$ cat config.mk
export PLATFORM = sky130hd
export DESIGN_NAME = mar_burst_flat
export DESIGN_NICKNAME = d
export VERILOG_FILES = /design/src/rtl/mar_burst_if.sv /design/src/rtl/mar_burst.sv /design/src/flat_wrapper.sv
export SDC_FILE = /design/constraint.sdc
export NUM_CORES = 1
export LEC_CHECK = 0
export ABC_AREA = 1
export ABC_CLOCK_PERIOD_IN_PS = 3490
export CAP_MARGIN = 20
export CORE_ASPECT_RATIO = 1.75
export CORE_MARGIN = 2
export CORE_UTILIZATION = 55
export DETAILED_ROUTE_END_ITERATION = 6
export GPL_TIMING_DRIVEN = 0
export PLACE_DENSITY = 0.86
export SYNTH_ARGS = -nofsm -noshare
export SYNTH_HDL_FRONTEND = slang
export SYNTH_SLANG_ARGS = --single-unit
$ cat constraint.sdc
create_clock -name clk -period 3.49 [get_ports clk]
set_clock_uncertainty 0.2 [all_clocks]
set_input_delay 0.698 -clock clk [delete_from_list [all_inputs] [get_ports clk]]
set_output_delay 0.698 -clock clk [all_outputs]
set_load 0.005 [all_outputs]
$ cat src/rtl/mar_burst_if.sv
// Handshake and address bus between the datapath/memory controller and the
// burst address register.
interface mar_burst_if #(
  parameter int AW = 32,
  parameter int CW = 4
);
  logic [AW-1:0] Ds;
  logic          MARld;
  logic [1:0]    mode;
  logic [CW-1:0] burst_len;
  logic          start;
  logic          MFC;
  logic [AW-1:0] outToRAMAddress;
  logic          MOV;
  logic          busy;
  logic          done;
  logic          align_err;

  modport master (
    output Ds, MARld, mode, burst_len, start, MFC,
    input  outToRAMAddress, MOV, busy, done, align_err
  );

  modport slave (
    input  Ds, MARld, mode, burst_len, start, MFC,
    output outToRAMAddress, MOV, busy, done, align_err
  );
endinterface

$ cat src/rtl/mar_burst.sv
// Memory address register with burst sequencing: issues 1..2^CW beats at a
// size-dependent stride, one beat per MFC acknowledge.
module mar_burst #(
  parameter int AW = 32,
  parameter int CW = 4
) (
  input logic       clk,
  input logic       reset,
  mar_burst_if.slave bus
);

  typedef enum logic [1:0] {IDLE, ISSUE, DONE} state_t;

  state_t        state;
  logic [AW-1:0] addr;
  logic [CW-1:0] cnt;
  logic [1:0]    mode_q;
  logic          mov_q, busy_q, done_q, err_q;

  logic [AW-1:0] src;
  logic          aligned;

  function automatic logic [AW-1:0] stride_of(input logic [1:0] m);
    stride_of = AW'(1) << m;
  endfunction

  // A same-cycle MARld means the freshly loaded Ds is the burst base.
  always_comb begin
    src     = bus.MARld ? bus.Ds : addr;
    aligned = ((src & (stride_of(bus.mode) - AW'(1))) == '0);
  end

  always_ff @(posedge clk) begin
    if (reset) begin
      state  <= IDLE;
      addr   <= '0;
      cnt    <= '0;
      mode_q <= 2'b00;
      mov_q  <= 1'b0;
      busy_q <= 1'b0;
      done_q <= 1'b0;
      err_q  <= 1'b0;
    end else begin
      case (state)
        IDLE: begin
          done_q <= 1'b0;
          if (bus.MARld) addr <= bus.Ds;
          if (bus.start) begin
            if (aligned) begin
              mode_q <= bus.mode;
              cnt    <= bus.burst_len;
              err_q  <= 1'b0;
              mov_q  <= 1'b1;
              busy_q <= 1'b1;
              state  <= ISSUE;
            end else begin
              err_q  <= 1'b1;
            end
          end
        end
        ISSUE: begin
          if (bus.MFC) begin
            if (cnt != '0) begin
              // Stride add wraps naturally at 2^AW.
              addr <= addr + stride_of(mode_q);
              cnt  <= cnt - CW'(1);
            end else begin
              mov_q  <= 1'b0;
              busy_q <= 1'b0;
              done_q <= 1'b1;
              state  <= DONE;
            end
          end
        end
        DONE: begin
          done_q <= 1'b0;
          state  <= IDLE;
        end
        default: state <= IDLE;
      endcase
    end
  end

  assign bus.outToRAMAddress = addr;
  assign bus.MOV             = mov_q;
  assign bus.busy            = busy_q;
  assign bus.done            = done_q;
  assign bus.align_err       = err_q;

endmodule

$ cat src/flat_wrapper.sv
// flat-port wrapper written by rule: the top's interface ports become plain ports
module mar_burst_flat 
#(
  parameter int AW = 32,
  parameter int CW = 4
)
  (clk, reset, bus_Ds, bus_MARld, bus_mode, bus_burst_len, bus_start, bus_MFC, bus_outToRAMAddress, bus_MOV, bus_busy, bus_done, bus_align_err);
  mar_burst_if #(.AW(AW), .CW(CW)) bus_i ();
  input logic clk;
  input logic reset;
  input wire logic [$bits(bus_i.Ds)-1:0] bus_Ds;
  input wire logic [$bits(bus_i.MARld)-1:0] bus_MARld;
  input wire logic [$bits(bus_i.mode)-1:0] bus_mode;
  input wire logic [$bits(bus_i.burst_len)-1:0] bus_burst_len;
  input wire logic [$bits(bus_i.start)-1:0] bus_start;
  input wire logic [$bits(bus_i.MFC)-1:0] bus_MFC;
  output wire logic [$bits(bus_i.outToRAMAddress)-1:0] bus_outToRAMAddress;
  output wire logic [$bits(bus_i.MOV)-1:0] bus_MOV;
  output wire logic [$bits(bus_i.busy)-1:0] bus_busy;
  output wire logic [$bits(bus_i.done)-1:0] bus_done;
  output wire logic [$bits(bus_i.align_err)-1:0] bus_align_err;
  assign bus_i.Ds = bus_Ds;
  assign bus_i.MARld = bus_MARld;
  assign bus_i.mode = bus_mode;
  assign bus_i.burst_len = bus_burst_len;
  assign bus_i.start = bus_start;
  assign bus_i.MFC = bus_MFC;
  assign bus_outToRAMAddress = bus_i.outToRAMAddress;
  assign bus_MOV = bus_i.MOV;
  assign bus_busy = bus_i.busy;
  assign bus_done = bus_i.done;
  assign bus_align_err = bus_i.align_err;
  mar_burst #(.AW(AW), .CW(CW)) u_core (.clk(clk), .reset(reset), .bus(bus_i));
endmodule
==> metrics.csv <==
metric,value,unit
total global routing overflow,0,
"Primary FF master, synth",sky130_fd_sc_hd__dfxtp_1,
final antenna diode count,0,
number of cells produced by synthesis,613,
number of pins exceeding their max-slew limit in the final report,0,
max incr delay on CP,0.50,ns
r2r setup slk,0.84,ns
detailed-route vias per instance,5.807,
count of distinct cell types in the synthesized netlist,35,
share of power burned in the clock network,0.257,
worst hold path type,reg -> reg,
PwrDens,348.2,nW/um^2
final antenna-violating net count,0,
DRT Wirelength,12.86,mm
Tightest Pin Transition,0.8379,ns
outcome,"complete, no violations",
number of cell rows,38,
post-synthesis sequential area ratio,0.2462,
die footprint,7035,um^2
slowest library cell on the worst path,sky130_fd_sc_hd__clkdlybuf4s50_1,
Ys Warns,0,
Clock Sink Count,43,
post-layout power,1.560,mW
Placement Setup Slack,0.2429,ns
antenna violations before repair,0,
worst reg-to-reg path cell count,12,
placed cell area,4377,um^2
wire length of the first global-routing pass,20.20,mm
unrepaired setup endpoints after global routing,no,
sequential share of power,0.401,
critical path data required time,3.47,ns
fraction of power consumed by combinational cells,0.343,
H-tree depth,2,
static power due to leakage,1.863,nW
least setup slack across all paths after layout,0.5260,ns
xor-xnor portion of the synthesized cell area,0.02255,
reported net switching power,0.5546,mW
maximum clock rate,337.4,MHz
"Hold-fix buffers, CTS",0,
pin count of the biggest net entering global routing,13,
largest family of logic cells by synthesized area,simple AND/OR/NAND/NOR gates,
layout overhead on the synthesized area,28.13,%
vias in the first global route,4344,
worst setup path end,u_core.state[0]$_SDFFE_PP0P_,
number of flops mapped to enable cells by yosys,0,
core area,6181,um^2
final period demand of the worst path,2.964,ns
filler cell count in the final layout,538,
count of pins on the block boundary,79,
number of buffers created by CTS,5,
number of hold violations in the final report,0,
vertical die dimension,109.5,um
synthesized-area fraction occupied by and/or/nand/nor cells,0.3998,
most prevalent standard cell on the critical path,sky130_fd_sc_hd__nand2_1,
overall die width,64.27,um
Critical Path Source Type,primary input,
share of synthesized area spent on multiplexers,0,
share of synthesized registers carrying an async set or reset,0,
number of buffers inserted by port buffering,78,
postcts setup bufs,0,
launch instance of the worst min-delay path,u_core.bus.MOV$_SDFFE_PP0P_,
post-detail-place hpwl,9.961,mm
clock tree buffer depth,2,
switching share of total power,0.3556,
root buffer cell,sky130_fd_sc_hd__clkbuf_8,
global placer's final weighted congestion,0.9727,
Worst EP arrival,2.95,ns
Int Pwr,1.005,mW
synthesized area per cell,5.703,um^2
final-stage net count,748,
critical path cell sequence,"clkdlybuf4s50_1, inv_1, nand2_1, ha_1, inv_1, nor2_1, buf_2, nand2_1, nand2_1, nor2_1, nand2_1, nor2_1, nand3_1, o21ai_0",
final total negative setup slack,0,ns
maximum fanout along the worst path,10,
startpoint of the worst register-to-register path,u_core.mode_q[1]$_SDFFE_PP0P_,
combined area of all synthesized cells,3496,um^2
Worst slew margin,0.4355,
count of final setup violators,0,
effective utilization at floorplan,0.5656,
max-cap violations,0,
number of synthesized register bits,43,
area of all placed cells without fillers,4479,um^2
routed via count,4518,
Synthesized Nets,663,
DRC violation count after routing,0,
post-cts resize count,0,
terminus of the critical flop-to-flop path,u_core.bus.outToRAMAddress[21]$_SDFFE_PP0P_,
Worst Setup End Kind,register,
clk_lat worst skew,0.31,ns
global-route usage over all layers,0.3732,
Post-Synth Adder-Cell Area,0.02720,
fraction of layout cells with a size suffix above 1,0.04441,
hold_ws,0.2878,ns
share of the synthesized area in compound gates (AO/OA/AOI/OAI),0.1965,
Critical Path Start,bus_mode[1],
detailed router's first-iteration violation count,442,
mean routed wirelength per cell,16.53,um
length of the first detailed-routing pass in iterations,5,
largest voltage drop on the vdd net,0.0003358,V
category of the most critical setup path,in -> reg,
clock-pin transition on the worst setup and hold timing paths,0.08,ns
"Period Utilization, post-route",0.8493,
CTS tree,done,
power groups by stage:
stage	registers, mW	clock network [mW]	logic, mW
6_report	0.625	0.400	0.535
2_1_floorplan	0.614	0	0.292
3_3_place_gp	0.630	0	0.508
5_1_grt	0.632	0.417	0.587
4_1_cts	0.620	0.401	0.526
3_5_place_dp	0.631	0	0.523
area by class of cell:
cell class	count	area [um^2]	share of cell area
inverter	64	240.2	0.05363
timing repair buffer	78	780.7	0.1743
sequential	43	860.8	0.1922
buffer	25	136.4	0.03045
clock buffer	6	72.57	0.01620
multi-input combinational	481	2258	0.5042
clock inverter	1	30.03	0.006704
tap	80	100.1	0.02235
sequential cells by signal, indices dropped and copies added (netlist names):
| signal | count |
|---|---|
| u_core.bus.done | 1 |
| u_core.bus.MOV | 1 |
| u_core.bus.outToRAMAddress | 32 |
| u_core.mode_q | 2 |
| u_core.cnt | 4 |
| u_core.bus.align_err | 1 |
| u_core.state | 2 |
worst min-delay path by stage:
stage / endpoint / slack (ns) / cells past startpoint
2_1_floorplan: u_core.cnt[2]$_SDFFE_PP0P_ / 0.25 / 2
3_3_place_gp: u_core.bus.done$_SDFFE_PP0P_ / 0.26 / 2
3_5_place_dp: u_core.bus.done$_SDFFE_PP0P_ / 0.26 / 2
4_1_cts: u_core.bus.MOV$_SDFFE_PP0P_ / 0.29 / 2
5_1_grt: u_core.bus.MOV$_SDFFE_PP0P_ / 0.31 / 2
6_report: u_core.bus.MOV$_SDFFE_PP0P_ / 0.29 / 2
per-stage QoR:
stage | cells | utilization
after floorplan | 613 | -
after global placement | 771 | 0.7081
after detailed placement | 771 | 0.7081
after CTS | 778 | 0.7247
after global routing | 778 | 0.7247
final | 778 | 0.7247
cells in the mapped netlist, drive strengths merged, types with 7 or more instances:
cell / n / share of area
a21oi: 62 / 0.089
clkbuf: 11 / 0.012
buf: 14 / 0.027
a31oi: 7 / 0.013
nand2: 187 / 0.21
dfxtp: 43 / 0.25
o21ai: 51 / 0.074
nand3: 49 / 0.070
inv: 63 / 0.068
nor2: 75 / 0.082
nor3: 15 / 0.021
worst max-delay path: cells and delay by family:
kind / cells / cell delay, ns
buffers and inverters: 4 / 0.93
AND/OR/NAND/NOR: 8 / 1.03
AO/OA/AOI/OAI: 1 / 0.13
adder cells (fa/ha/maj): 1 / 0.15
cells in the final DEF (no fill, tap or decap), types with 2 or more instances in the layout:
cell,instances
sky130_fd_sc_hd__xor2_1,6
sky130_fd_sc_hd__nor2_1,73
sky130_fd_sc_hd__nor2_2,2
sky130_fd_sc_hd__a21oi_1,62
sky130_fd_sc_hd__xnor2_1,3
sky130_fd_sc_hd__nand2_2,7
sky130_fd_sc_hd__o21ai_0,41
sky130_fd_sc_hd__o21ai_1,9
sky130_fd_sc_hd__nand2_1,180
sky130_fd_sc_hd__o211ai_1,3
sky130_fd_sc_hd__clkdlybuf4s50_1,78
sky130_fd_sc_hd__buf_2,7
sky130_fd_sc_hd__dfxtp_1,43
sky130_fd_sc_hd__nor3_1,15
sky130_fd_sc_hd__nand3b_1,2
sky130_fd_sc_hd__buf_6,4
sky130_fd_sc_hd__ha_1,6
sky130_fd_sc_hd__a31oi_1,7
sky130_fd_sc_hd__inv_1,62
sky130_fd_sc_hd__nand4_1,6
sky130_fd_sc_hd__nand3_1,49
sky130_fd_sc_hd__clkbuf_8,5
sky130_fd_sc_hd__buf_1,2
sky130_fd_sc_hd__clkbuf_1,12
cells by family (layout without fill, tap and decap cells):
group / count (synthesis) / in the layout
and+or+nand+nor: 337 / 337
xor gates and xnor gates: 9 / 9
AOI/OAI and AO/OA: 128 / 128
buffers and inverters: 89 / 174
adders and majority gates: 7 / 7
DFF: 43 / 43
metal layers:
layer	up-vias	routed length [um]	GRT usage
met4	0	820	0.2644
met1	2061	4491	0.3717
met5	-	0	0
met3	53	777	0.05220
li1	2167	-	-
met2	237	6774	0.6972
No activity file was read; power rests on OpenSTA's default activity.
